===== config.mk =====
export PLATFORM = sky130hd
export DESIGN_NAME = bin2bcd_seq
export DESIGN_NICKNAME = d
export VERILOG_FILES = /design/src/rtl/bin2bcd_pkg.sv /design/src/rtl/bcd_add3_digit.sv /design/src/rtl/bin2bcd_seq.sv
export SDC_FILE = /design/constraint.sdc
export NUM_CORES = 1
export LEC_CHECK = 0
export ABC_AREA = 1
export CORE_MARGIN = 2
export CORE_UTILIZATION = 44
export CTS_CLUSTER_DIAMETER = 80
export DETAILED_ROUTE_END_ITERATION = 8
export DONT_BUFFER_PORTS = 1
export MAX_ROUTING_LAYER = met4
export RECOVER_POWER = 100
export SYNTH_ARGS = -nofsm -noshare
export SYNTH_HDL_FRONTEND = slang
export SYNTH_SLANG_ARGS = --single-unit

===== constraint.sdc =====
create_clock -name clk -period 1.3 [get_ports clk]
set_clock_uncertainty 0.1 [all_clocks]
set_input_delay 0.065 -clock clk [delete_from_list [all_inputs] [get_ports clk]]
set_output_delay 0.065 -clock clk [all_outputs]
set_load 0.01 [all_outputs]

===== src/rtl/bin2bcd_pkg.sv =====
// Shared types and elaboration helpers for the sequential binary-to-BCD converter.
package bin2bcd_pkg;

    typedef enum logic [1:0] {
        ST_IDLE = 2'd0,
        ST_CONV = 2'd1,
        ST_DONE = 2'd2
    } state_e;

    // Digits needed to cover the full range of an n-bit unsigned value: ceil(n*log10(2))
    function automatic int min_digits(input int n_bits);
        return (n_bits * 30103 + 99999) / 100000;
    endfunction

    // Width of the shift-step counter; it counts 0..n_bits-1
    function automatic int cnt_width(input int n_bits);
        return $clog2(n_bits);
    endfunction

endpackage


===== src/rtl/bcd_add3_digit.sv =====
// Double-dabble digit correction: a digit of 5 or more gets +3 before the next shift.
module bcd_add3_digit (
    input  logic [3:0] din,
    output logic [3:0] dout
);

    // Correction is local to the digit; the carry out of it is produced by the following shift
    assign dout = (din > 4'd4) ? din + 4'd3 : din;

endmodule


===== src/rtl/bin2bcd_seq.sv =====
// Iterative binary-to-BCD converter, one shift-and-adjust step per clock,
// with valid/ready handshakes on both the operand and the result side.
module bin2bcd_seq
    import bin2bcd_pkg::*;
#(
    parameter int N_BITS   = 16,
    parameter int N_DIGITS = 5,
    parameter bit SIGNED   = 1'b0
) (
    input  logic                  clk,
    input  logic                  rst_n,
    input  logic                  in_valid,
    output logic                  in_ready,
    input  logic [N_BITS-1:0]     bin_in,
    output logic                  out_valid,
    input  logic                  out_ready,
    output logic [4*N_DIGITS-1:0] bcd_out,
    output logic                  sign_out,
    output logic                  ovf
);

    localparam int BCD_W = 4 * N_DIGITS;
    localparam int CNT_W = cnt_width(N_BITS);

    if (N_BITS < 4 || N_BITS > 32 || N_DIGITS < 1) begin : g_bad_param
        $fatal(1, "bin2bcd_seq: N_BITS must be 4..32 and N_DIGITS >= 1");
    end

    state_e             state_q, state_d;
    logic [N_BITS-1:0]  shift_q, shift_d;
    logic [BCD_W-1:0]   bcd_q,   bcd_d;
    logic [BCD_W-1:0]   bcd_adj;
    logic               sign_q,  sign_d;
    logic               ovf_q,   ovf_d;
    logic [CNT_W-1:0]   cnt_q,   cnt_d;
    logic [N_BITS-1:0]  mag;
    logic               neg;

    // Per-digit +3 correction applied to the current BCD accumulator
    for (genvar i = 0; i < N_DIGITS; i++) begin : g_digit
        bcd_add3_digit u_add3 (
            .din  (bcd_q[4*i +: 4]),
            .dout (bcd_adj[4*i +: 4])
        );
    end

    // Operand magnitude; the most negative value negates to itself, which is the
    // correct unsigned magnitude 2^(N_BITS-1)
    always_comb begin
        neg = SIGNED && bin_in[N_BITS-1];
        mag = neg ? -bin_in : bin_in;
    end

    // Next-state and datapath updates for IDLE -> CONV -> DONE
    always_comb begin
        state_d = state_q;
        shift_d = shift_q;
        bcd_d   = bcd_q;
        sign_d  = sign_q;
        ovf_d   = ovf_q;
        cnt_d   = cnt_q;
        case (state_q)
            ST_IDLE: begin
                if (in_valid) begin
                    shift_d = mag;
                    sign_d  = neg;
                    bcd_d   = '0;
                    ovf_d   = 1'b0;
                    cnt_d   = '0;
                    state_d = ST_CONV;
                end
            end
            ST_CONV: begin
                // The MSB of the corrected top digit is lost by the shift; remember it as overflow
                {bcd_d, shift_d} = {bcd_adj[BCD_W-2:0], shift_q, 1'b0};
                ovf_d = ovf_q | bcd_adj[BCD_W-1];
                cnt_d = cnt_q + CNT_W'(1);
                if (cnt_q == CNT_W'(N_BITS - 1)) begin
                    state_d = ST_DONE;
                end
            end
            ST_DONE: begin
                if (out_ready) begin
                    state_d = ST_IDLE;
                end
            end
            default: state_d = ST_IDLE;
        endcase
    end

    // State and result registers; reset aborts any conversion in flight
    always_ff @(posedge clk or negedge rst_n) begin
        if (!rst_n) begin
            state_q <= ST_IDLE;
            shift_q <= '0;
            bcd_q   <= '0;
            sign_q  <= 1'b0;
            ovf_q   <= 1'b0;
            cnt_q   <= '0;
        end else begin
            state_q <= state_d;
            shift_q <= shift_d;
            bcd_q   <= bcd_d;
            sign_q  <= sign_d;
            ovf_q   <= ovf_d;
            cnt_q   <= cnt_d;
        end
    end

    assign in_ready  = (state_q == ST_IDLE);
    assign out_valid = (state_q == ST_DONE);
    assign bcd_out   = bcd_q;
    assign sign_out  = sign_q;
    assign ovf       = ovf_q;

endmodule

==> metrics.txt <==
run status=finished, final reports clean; switching power=2.69 mW; register area share after synthesis=44.9%; Async S/R FF share, synth=100%; area occupied by multi-input gates=1150 um^2; final worst setup slack=34.6 ps; Mapped Cells=289; met1 Use GR=22.7%; Final #Nets=363; Power per Cell Area=2060 nW/um^2; routed wire length=5.12 mm; Worst Path Max Fanout=7; min Tclk post-route=1270 ps; die width=77.8 um; Residual DRC=0; clk slew on worst S/H paths=90 ps; Internal=3.29 mW; hold crit path type=primary input to asynchronous set/reset pin; post-DR vias/cell=4.94; detailed placement HPWL=3.50 mm; Mapped Area=2400 um^2; Reg area=1080 um^2; IO Count=44; first-pass GRT wire length=8.96 mm; TritonCTS clock tree=built; Post-synth EDFFs=0; Synth Warn #=0; Syn Nets=315; GRT met3 Usage=4.88%; syn_area_per_cell=8.29 um^2; Critical Path Sink=bcd_out[3]$_DFFE_PN0P_; met2 usage=31.9%; placed inst area=2590 um^2; Setup TNS=0 ps; most frequent cells in the layout=nand2_1, dfrtp_1, nand3_1, nand2_2, inv_1; num rows=26; 1st-pass router iterations=4; worst-skew pair later-pin latency=300 ps; Congestion Overflow GR=0; Lkg Pwr=1.47 nW; sequential share of power=37.5%; RePlAce Congestion=0.867; power share of the combinational group=48.2%; sw frac=44.9%; Achievable Freq=790 MHz; CP Class=register to register; R2R Path Start=state_q[1]$_DFFE_PN0P_; worst slew pin tran=594 ps; worst reg-to-reg setup slack=30 ps; htree depth=2; Max transition margin=60.4%; initial antenna violation count=0; Max-Cap Viols=0; routed len/inst=12.6 um; most frequent CP cell=nand2_4; height of the die=77.8 um; Slew Limit Fails=0; flip-flop and latch count after synthesis=43; pre-CTS setup slack=1.45 ps; most common cell after layout, fill and taps aside=nand2_1; Vias=2014; clock power share=14.2%; Final Instance Area=2910 um^2; Num CTS Buffers=5; Antenna Violating Nets Remaining=0; Yosys cell types=25; Top FF cell, synth=dfrtp_1; endpoint of the worst register-to-register path=bcd_out[3]$_DFFE_PN0P_; slowest cell on the critical path=dfrtp_2; DIE AREA=6050 um^2; top cells by area, synth=dfrtp_1, nand2_1, nand3_1, nand2_2, inv_1; worst-path cell chain=inv_4 > nand2_4 > nand2_4 > buf_4 > o22ai_2; delay of the slowest critical-path stage=470 ps; filler instances=498; layout cells sized above 1=26.6%; Final setup viols=0; vias in the first global route=1972; Total Routing Usage GR=19.1%; Initial DRC Count=110; Req. time, crit path=1370 ps; VDD IR-drop max=0.862 mV; CP Capture Type=register; CTS sink cnt=43; Worst Setup SP=state_q[1]$_DFFE_PN0P_; Crit path arrival time=1340 ps; core area=5170 um^2; Synth top area share=44.9%; share of the clock period used by the worst path=97.3%; Hold Violations, Final=0; R2R depth=5; Top Usage Layer GRT=met2; CTS Buffer Depth=2; total power=5.98 mW; pin count of the biggest net entering global routing=44; port bufs=0; Synth area leader=dfrtp_1; Critical Path Start Type=register; RSZ-0062 raised after global routing=true; clock root buffer=clkbuf_8; starting density of the core=46.3%; n_diodes=0; area grow syn2layout=21.4%
-- metrics by stage --
step,hold WS [ps],util (%),std cells
floorplan,-331,-,289
global placement,-329,50.0,377
detailed placement,-330,50.0,377
CTS,144,56.0,405
global route,297,56.2,408
finish,225,56.2,408
-- cell type report --
class | count | area share (%)
Multi-Input combinational cell | 207 | 39.5
Sequential cell | 43 | 37.1
Timing Repair Buffer | 50 | 13.0
Inverter | 30 | 4.39
Tap cell | 70 | 3.01
Clock buffer | 6 | 2.50
Clock inverter | 2 | 0.430
-- timing repair --
action                     4_1_cts  5_1_grt
hold endpoints to repair        63        0
buffers inserted                 0        3
resized for setup                2       26
hold buffers                    20        0
setup endpoints to repair        7       41
pin swaps                        0        1
-- flip-flops by register name, indices dropped and copies added, names as in the netlist --
register,count
bcd_out,20
shift_q,16
cnt_q,4
state_q,2
ovf,1
-- cell usage after synthesis, types with 2 or more instances --
cell type,count
inv_2,2
o211ai_1,4
nor2_1,8
o22ai_2,5
buf_2,2
o21ai_0,5
nand2_2,25
buf_4,3
nand3_1,38
dfrtp_1,43
nand2_4,3
o211ai_2,3
ha_1,6
nand3_2,4
buf_12,2
nand2_1,93
a21oi_1,10
inv_1,26
-- per-layer routing --
layer / up-vias / wire (um)
li1: 1016 / -
met1: 957 / 2280
met2: 34 / 2580
met3: 7 / 205
met4: 0 / 57
met5: - / 0
-- worst min-delay path by stage --
stage | startpoint | endpoint
2_1_floorplan | rst_n | bcd_out[0]$_DFFE_PN0P_
6_report | rst_n | bcd_out[18]$_DFFE_PN0P_
4_1_cts | rst_n | bcd_out[18]$_DFFE_PN0P_
3_3_place_gp | rst_n | bcd_out[18]$_DFFE_PN0P_
5_1_grt | rst_n | bcd_out[18]$_DFFE_PN0P_
3_5_place_dp | rst_n | bcd_out[18]$_DFFE_PN0P_
-- power by group through the flow --
| stage | combinational, mW | clock, mW | sequential (mW) |
|---|---|---|---|
| finish | 2.88 | 0.851 | 2.24 |
| global route | 3.27 | 0.952 | 2.31 |
| CTS | 2.87 | 0.894 | 2.22 |
| detailed placement | 2.75 | 0 | 2.24 |
| global placement | 2.69 | 0 | 2.22 |
| floorplan | 2.06 | 0 | 2.26 |
-- critical path: cells and delay by family (launching register included) --
kind / cells / cell delay, ps
AO/OA/AOI/OAI: 1 / 80
buffers and inverters: 2 / 290
flip-flops: 1 / 470
AND/OR/NAND/NOR: 2 / 190
-- logic make-up (layout without fill, tap and decap cells) --
kind of cell | after synthesis | count (layout) | share of synthesized area (%)
buf+inv | 39 | 88 | 9.14
fa+ha+maj | 6 | 6 | 3.13
other cells | 1 | 1 | 0.157
flops | 43 | 43 | 44.9
compound gates | 28 | 28 | 8.83
simple gates | 172 | 172 | 33.8
Note: power is estimated with default switching activity, not from simulation.
